<file path="src/rtl/alu_serial_ctrl_pkg.sv">
// Shared definitions for the bit-serial ALU sequencer.
// Contents:
//   - ALU control codes as presented by the CPU's ALU-control path
//   - 1-bit slice operation encodings
//   - sequencer FSM state encoding
//   - decode of a control code into slice controls plus result-shaping hints
package alu_serial_ctrl_pkg;

  localparam logic [3:0] CTRL_AND = 4'b0000;
  localparam logic [3:0] CTRL_OR  = 4'b0001;
  localparam logic [3:0] CTRL_ADD = 4'b0010;
  localparam logic [3:0] CTRL_SUB = 4'b0110;
  localparam logic [3:0] CTRL_SLT = 4'b0111;
  localparam logic [3:0] CTRL_NOR = 4'b1100;

  localparam logic [1:0] OP_AND  = 2'b00;
  localparam logic [1:0] OP_OR   = 2'b01;
  localparam logic [1:0] OP_ADD  = 2'b10;
  localparam logic [1:0] OP_LESS = 2'b11;

  typedef enum logic [1:0] {
    ST_IDLE   = 2'b00,
    ST_RUN    = 2'b01,
    ST_FINISH = 2'b10
  } state_t;

  // Slice controls plus how the final word and flags are to be formed.
  typedef struct packed {
    logic       a_inv;
    logic       b_inv;
    logic [1:0] op;
    logic       cin;
    logic       arith;    // ADD/SUB: report carry and overflow
    logic       slt;      // SLT: reduce the difference to a signed compare
    logic       invalid;  // unknown code: force result and flags to zero
  } ctrl_dec_t;

  function automatic ctrl_dec_t decode_ctrl(input logic [3:0] code);
    ctrl_dec_t d;
    d.a_inv   = 1'b0;
    d.b_inv   = 1'b0;
    d.op      = OP_AND;
    d.cin     = 1'b0;
    d.arith   = 1'b0;
    d.slt     = 1'b0;
    d.invalid = 1'b0;
    case (code)
      CTRL_AND: d.op = OP_AND;
      CTRL_OR:  d.op = OP_OR;
      CTRL_ADD: begin
        d.op    = OP_ADD;
        d.arith = 1'b1;
      end
      CTRL_SUB: begin
        d.b_inv = 1'b1;
        d.op    = OP_ADD;
        d.cin   = 1'b1;
        d.arith = 1'b1;
      end
      // SLT is streamed as a subtraction; the sign is only known at the MSB.
      CTRL_SLT: begin
        d.b_inv = 1'b1;
        d.op    = OP_ADD;
        d.cin   = 1'b1;
        d.slt   = 1'b1;
      end
      CTRL_NOR: begin
        d.a_inv = 1'b1;
        d.b_inv = 1'b1;
        d.op    = OP_AND;
      end
      default: d.invalid = 1'b1;
    endcase
    return d;
  endfunction

endpackage

</file>
<file path="src/rtl/alu_top.sv">
// One-bit ALU slice.
// Ports:
//   a, b        operand bits
//   a_invert    invert a before use
//   b_invert    invert b before use
//   cin         carry in
//   less        value passed through for the "less" operation
//   operation   00 AND, 01 OR, 10 sum, 11 less
//   result      selected output bit
//   cout        full-adder carry out of the (possibly inverted) operands
module alu_top
  import alu_serial_ctrl_pkg::*;
(
  input  logic       a,
  input  logic       b,
  input  logic       a_invert,
  input  logic       b_invert,
  input  logic       cin,
  input  logic       less,
  input  logic [1:0] operation,
  output logic       result,
  output logic       cout
);

  logic a_eff_s;
  logic b_eff_s;
  logic sum_s;

  // Operand conditioning, full adder and output select.
  always_comb begin
    a_eff_s = a ^ a_invert;
    b_eff_s = b ^ b_invert;
    sum_s   = a_eff_s ^ b_eff_s ^ cin;
    cout    = (a_eff_s & b_eff_s) | (a_eff_s & cin) | (b_eff_s & cin);
    case (operation)
      OP_AND:  result = a_eff_s & b_eff_s;
      OP_OR:   result = a_eff_s | b_eff_s;
      OP_ADD:  result = sum_s;
      OP_LESS: result = less;
      default: result = 1'b0;
    endcase
  end

endmodule

</file>
<file path="src/rtl/alu_serial_ctrl.sv">
// Bit-serial ALU sequencer: streams WIDTH operand bits LSB-first through a
// single 1-bit slice and returns the full word with zero/carry/overflow.
// Ports:
//   clk_i, rst_i         clock, asynchronous active-high reset
//   start_i, ctrl_i      request and 4-bit ALU control (taken only when ready_o)
//   src1_i, src2_i       operands A and B, sampled on an accepted start
//   ready_o              high while idle
//   done_o               one-cycle pulse when result/flags are updated
//   result_o             result word, held until the next completion
//   zero_o, cout_o, overflow_o   flags belonging to result_o
module alu_serial_ctrl
  import alu_serial_ctrl_pkg::*;
#(
  parameter int WIDTH = 32
)
(
  input  logic             clk_i,
  input  logic             rst_i,
  input  logic             start_i,
  input  logic [3:0]       ctrl_i,
  input  logic [WIDTH-1:0] src1_i,
  input  logic [WIDTH-1:0] src2_i,
  output logic             ready_o,
  output logic             done_o,
  output logic [WIDTH-1:0] result_o,
  output logic             zero_o,
  output logic             cout_o,
  output logic             overflow_o
);

  localparam int IDX_W = (WIDTH > 1) ? $clog2(WIDTH) : 1;
  localparam logic [IDX_W-1:0] IDX_LAST = IDX_W'(WIDTH - 1);

  state_t           state_r;
  state_t           state_nxt_s;
  ctrl_dec_t        dec_s;
  logic [WIDTH-1:0] a_sh_r;
  logic [WIDTH-1:0] b_sh_r;
  logic [WIDTH-1:0] res_sh_r;
  logic [IDX_W-1:0] idx_r;
  logic             carry_r;
  logic             cin_msb_r;
  logic             a_inv_r;
  logic             b_inv_r;
  logic [1:0]       op_r;
  logic             arith_r;
  logic             slt_r;
  logic             invalid_r;
  logic             accept_s;
  logic             last_bit_s;
  logic             slice_res_s;
  logic             slice_cout_s;
  logic             ovf_s;
  logic [WIDTH-1:0] result_nxt_s;
  logic             cout_nxt_s;
  logic             ovf_nxt_s;

  assign dec_s      = decode_ctrl(ctrl_i);
  assign ready_o    = (state_r == ST_IDLE);
  assign accept_s   = (state_r == ST_IDLE) && start_i;
  assign last_bit_s = (idx_r == IDX_LAST);
  // Overflow: carry into the MSB differs from carry out of it.
  assign ovf_s      = cin_msb_r ^ carry_r;

  alu_top u_slice (
    .a         (a_sh_r[0]),
    .b         (b_sh_r[0]),
    .a_invert  (a_inv_r),
    .b_invert  (b_inv_r),
    .cin       (carry_r),
    .less      (1'b0),
    .operation (op_r),
    .result    (slice_res_s),
    .cout      (slice_cout_s)
  );

  // FSM state register.
  always_ff @(posedge clk_i or posedge rst_i) begin
    if (rst_i) begin
      state_r <= ST_IDLE;
    end else begin
      state_r <= state_nxt_s;
    end
  end

  // FSM next-state logic.
  always_comb begin
    state_nxt_s = state_r;
    case (state_r)
      ST_IDLE: begin
        if (start_i) begin
          state_nxt_s = ST_RUN;
        end else begin
          state_nxt_s = ST_IDLE;
        end
      end
      ST_RUN: begin
        if (last_bit_s) begin
          state_nxt_s = ST_FINISH;
        end else begin
          state_nxt_s = ST_RUN;
        end
      end
      ST_FINISH: state_nxt_s = ST_IDLE;
      default:   state_nxt_s = ST_IDLE;
    endcase
  end

  // Final word and flags formed from the collected bits and the carry flops.
  always_comb begin
    result_nxt_s = res_sh_r;
    cout_nxt_s   = 1'b0;
    ovf_nxt_s    = 1'b0;
    if (invalid_r) begin
      result_nxt_s = {WIDTH{1'b0}};
    end else if (slt_r) begin
      // Sign of the overflow-corrected difference gives a signed compare.
      result_nxt_s = {{(WIDTH-1){1'b0}}, res_sh_r[WIDTH-1] ^ ovf_s};
      cout_nxt_s   = carry_r;
    end else if (arith_r) begin
      cout_nxt_s = carry_r;
      ovf_nxt_s  = ovf_s;
    end else begin
      result_nxt_s = res_sh_r;
    end
  end

  // Operand/result shift registers, carry flops and registered outputs.
  always_ff @(posedge clk_i or posedge rst_i) begin
    if (rst_i) begin
      a_sh_r     <= {WIDTH{1'b0}};
      b_sh_r     <= {WIDTH{1'b0}};
      res_sh_r   <= {WIDTH{1'b0}};
      idx_r      <= {IDX_W{1'b0}};
      carry_r    <= 1'b0;
      cin_msb_r  <= 1'b0;
      a_inv_r    <= 1'b0;
      b_inv_r    <= 1'b0;
      op_r       <= OP_AND;
      arith_r    <= 1'b0;
      slt_r      <= 1'b0;
      invalid_r  <= 1'b0;
      done_o     <= 1'b0;
      result_o   <= {WIDTH{1'b0}};
      zero_o     <= 1'b0;
      cout_o     <= 1'b0;
      overflow_o <= 1'b0;
    end else begin
      done_o <= 1'b0;
      case (state_r)
        ST_IDLE: begin
          if (accept_s) begin
            a_sh_r    <= src1_i;
            b_sh_r    <= src2_i;
            res_sh_r  <= {WIDTH{1'b0}};
            idx_r     <= {IDX_W{1'b0}};
            carry_r   <= dec_s.cin;
            cin_msb_r <= 1'b0;
            a_inv_r   <= dec_s.a_inv;
            b_inv_r   <= dec_s.b_inv;
            op_r      <= dec_s.op;
            arith_r   <= dec_s.arith;
            slt_r     <= dec_s.slt;
            invalid_r <= dec_s.invalid;
          end else begin
            idx_r <= idx_r;
          end
        end
        ST_RUN: begin
          a_sh_r   <= {1'b0, a_sh_r[WIDTH-1:1]};
          b_sh_r   <= {1'b0, b_sh_r[WIDTH-1:1]};
          res_sh_r <= {slice_res_s, res_sh_r[WIDTH-1:1]};
          carry_r  <= slice_cout_s;
          if (last_bit_s) begin
            // carry_r still holds the carry entering the MSB at this edge.
            cin_msb_r <= carry_r;
            idx_r     <= {IDX_W{1'b0}};
          end else begin
            idx_r <= idx_r + IDX_W'(1);
          end
        end
        ST_FINISH: begin
          result_o   <= result_nxt_s;
          zero_o     <= (result_nxt_s == {WIDTH{1'b0}});
          cout_o     <= cout_nxt_s;
          overflow_o <= ovf_nxt_s;
          done_o     <= 1'b1;
        end
        default: begin
          done_o <= 1'b0;
        end
      endcase
    end
  end

endmodule

</file>
<file path="config.mk">
export PLATFORM = sky130hd
export DESIGN_NAME = alu_serial_ctrl
export DESIGN_NICKNAME = d
export VERILOG_FILES = /design/src/rtl/alu_serial_ctrl_pkg.sv /design/src/rtl/alu_top.sv /design/src/rtl/alu_serial_ctrl.sv
export SDC_FILE = /design/constraint.sdc
export NUM_CORES = 1
export LEC_CHECK = 0
export ABC_AREA = 1
export CORE_ASPECT_RATIO = 0.5
export CORE_MARGIN = 2
export CORE_UTILIZATION = 53
export CTS_CLUSTER_DIAMETER = 100
export CTS_CLUSTER_SIZE = 20
export DETAILED_ROUTE_END_ITERATION = 10
export GPL_ROUTABILITY_DRIVEN = 0
export PLACE_DENSITY_LB_ADDON = 0.25
export SLEW_MARGIN = 10
export SYNTH_ARGS = -nofsm -noshare
export SYNTH_HDL_FRONTEND = slang
export SYNTH_SLANG_ARGS = --single-unit
</file>
<file path="constraint.sdc">
create_clock -name clk_i -period 6 [get_ports clk_i]
set_input_delay 1.2 -clock clk_i [delete_from_list [all_inputs] [get_ports clk_i]]
set_output_delay 1.2 -clock clk_i [all_outputs]
set_load 0.1 [all_outputs]
</file>
==> impl_metrics.env <==
export IMPL_status="finished clean"
export IMPL_p_leak_uw=0.00335
export IMPL_path_class="reg -> out"
export IMPL_core_um2=11800
export IMPL_clock_path_buffers=2
export IMPL_worstHoldStart="result_o[16]$_DFFE_PP0P_"
export IMPL_grt_use_met2=0.341
export IMPL_vias=4925
export IMPL_grt_pass1_vias=4638
export IMPL_power_density_nw_per_um2=468
export IMPL_grt_overflow=0
export IMPL_filler_cell_count=944
export IMPL_min_path_type="reg -> reg"
export IMPL_wire_per_inst_um=15.1
export IMPL_rsz0062_at_grt="no"
export IMPL_r2r_setup_slack_ns=3.32
export IMPL_die_area_um2=13100
export IMPL_ys_ff_latch=148
export IMPL_synth_top_flop_cell="dfrtp_1"
export IMPL_crit_path_end_kind="output port"
export IMPL_cts_resized=0
export IMPL_row_count=28
export IMPL_gr_max_usage_layer="met2"
export IMPL_reg2reg_to="idx_r[2]$_DFFE_PP0P_"
export IMPL_clockRootBuffer="clkbuf_16"
export IMPL_critPathArrivalTime_ns=2.17
export IMPL_die_y_um=82.1
export IMPL_holdPathStages=2
export IMPL_wirelength_mm=13.5
export IMPL_synth_top_area_cell="dfrtp_1"
export IMPL_h_tree_depth=4
export IMPL_slew_viol_final=0
export IMPL_final_setup_tns_ns=0
export IMPL_fin_util=0.682
export IMPL_nets=791
export IMPL_min_to="result_o[16]$_DFFE_PP0P_"
export IMPL_syn_inst=634
export IMPL_critical_path_slowest_cell="clkdlybuf4s50_1"
export IMPL_antenna_found_initial=0
export IMPL_ios=108
export IMPL_initialDrtViolationCount=329
export IMPL_r2r_start="state_r[1]$_DFF_PP0_"
export IMPL_synth_edff_count=0
export IMPL_cp_max_fo=3
export IMPL_worstMarginPinSlew_ns=1.07
export IMPL_drtAntennaViolNets=0
export IMPL_cts_sinks=148
export IMPL_antennaDiodeCount=0
export IMPL_start_kind="flip-flop"
export IMPL_start_util=0.545
export IMPL_dr_pass1_iters=5
export IMPL_hold_buffers=0
export IMPL_cts_buffers=17
export IMPL_crit_chain="nor2_2, clkdlybuf4s50_1"
export IMPL_post_cts_repair_setup_buffers=0
export IMPL_use_met3=0.0520
export IMPL_netlist_area_um2=6460
export IMPL_dp_hpwl_mm=8.06
export IMPL_setup_viol=0
export IMPL_finClkSkew_ns=0.00559
export IMPL_hold_viol=0
export IMPL_timing_final_crit_period_ns=3.37
export IMPL_yosysTopAreaCellShare=0.574
export IMPL_area_delta_synth_final_pct=25.1
export IMPL_synth_async_sr_flop_share=1.00
export IMPL_max_slew_margin=0.284
export IMPL_grt_max_degree=97
export IMPL_vias_per_cell=5.52
export IMPL_numPortBuffers=107
export IMPL_tritoncts="yes"
export IMPL_drc_errors=0
export IMPL_slowest_delay_ns=1.16
export IMPL_synth_yosys_seq_area_share=0.574
export IMPL_use_met1=0.300
export IMPL_grt_pass1_wl_mm=22.3
export IMPL_clock_latency_ns=0.41
export IMPL_yosys_warnings=0
export IMPL_fin_crit_sh=0.562
export IMPL_grt_usage=0.214
export IMPL_synth_nets=710
export IMPL_synth_cell_types=34
export IMPL_synth_area_top_cells="dfrtp_1 57%, o221a_2 10%, nand2_1 6.9%, nor2_1 4.1%, o31ai_1 3.7%"
export IMPL_r2r_cells=5
export IMPL_critPathRequiredTime_ns=4.80
export IMPL_avgSynthCellArea_um2=10.2
export IMPL_fmax_mhz=297
export IMPL_fp_dieW_um=160
export IMPL_ir_worst_vdd_mv=0.367
export IMPL_path_clk_slew_ns=0.06
export IMPL_drive_gt1_frac=0.137
export IMPL_maxCapViolations=0
[cell type report]
class                      instances  area (µm²)  area share
multi-input combinational        385        2300       0.285
inverter                          55         211      0.0262
timing repair buffer             108        1080       0.133
sequential                       148        3700       0.458
tap                              165         206      0.0256
clock inverter                    12         130      0.0161
clock buffer                      20         447      0.0553
[metal layers]
| layer | share of wire | vias to the layer above |
|---|---|---|
| li1 | - | 2386 |
| met1 | 0.49 | 2393 |
| met2 | 0.45 | 131 |
| met3 | 0.050 | 15 |
| met4 | 0.0095 | 0 |
| met5 | 0 | - |
[stage by stage]
stage	area, µm²	std cells	setup slack [ns]	total power [µW]	hold WS, ns
floorplan	6460	634	0.820	2510	0.462
global route	8080	893	2.58	4010	0.504
detailed placement	7500	861	2.74	2740	0.469
CTS	8080	893	2.60	3800	0.484
global placement	7500	861	2.79	2700	0.465
finish	8080	893	2.63	3780	0.479
[Yosys cell counts (all sizes together), types with 2 or more instances]
master and n:
o22ai 32, nand2 122, nor3 5, xnor2 3, nand4 3, a21oi 2
nor2 73, o21ai 27, buf 39, dfrtp 148, a22o 2, a221oi 4
o221a 58, o211ai 2, nand3 8, clkbuf 7, o31ai 32, ha 4
inv 55
[registers in the layout, summed over array words and instances, names as in the netlist, 2 cells and up]
| name | count |
|---|---|
| result_o | 32 |
| a_sh_r | 32 |
| idx_r | 5 |
| state_r | 2 |
| res_sh_r | 32 |
| b_sh_r | 32 |
| op_r | 2 |
[logic make-up (layout without fill, tap and decap cells)]
kind of cell / count (synthesis) / count (layout) / synth area share
flops: 148 / 148 / 0.574
simple gates: 213 / 213 / 0.131
xor+xnor: 4 / 4 / 0.00543
buf+inv: 101 / 195 / 0.0715
compound gates: 162 / 162 / 0.206
mux: 1 / 1 / 0.00155
fa+ha+maj: 5 / 5 / 0.0109
[critical path, delay by kind of cell, from the launching register on]
kind	cells	cell delay, ns
DFF	1	0.42
and+or+nand+nor	1	0.18
buffers and inverters	1	1.16
[power by group]
part	internal (µW)	switching, µW
sequential	1290	176
combinational	544	736
clock	623	411
[placed cells by master, fill, tap and decap left out, types with 2 or more instances in the layout]
master and n:
clkbuf_16 17, ha_1 4, nand4_1 3, nand2_4 2, inv_6 2, nand3_1 8
xnor2_1 3, clkinv_4 3, clkinv_2 4, o31ai_1 32, clkbuf_1 2, inv_2 5
clkdlybuf4s50_1 107, bufinv_16 2, clkinvlp_4 2, o221a_2 58, a21oi_1 2, dfrtp_1 148
o21ai_0 27, a221oi_1 4, nor2_1 71, o211ai_1 2, o22ai_1 32, nor3_1 5
nand2_1 119, inv_1 49, a22o_1 2
[how the worst max path moves through the flow]
stage | to | from | slack (ns) | cells past startpoint
6_report | ready_o | state_r[0]$_DFF_PP0_ | 2.63 | 2
3_5_place_dp | a_sh_r[30]$_DFFE_PP0P_ | start_i | 2.74 | 5
4_1_cts | ready_o | state_r[0]$_DFF_PP0_ | 2.60 | 2
5_1_grt | ready_o | state_r[0]$_DFF_PP0_ | 2.58 | 2
2_1_floorplan | a_inv_r$_DFFE_PP0P_ | rst_i | 0.82 | 1
3_3_place_gp | idx_r[3]$_DFFE_PP0P_ | start_i | 2.79 | 6
Note: power is estimated with default switching activity, not from simulation.
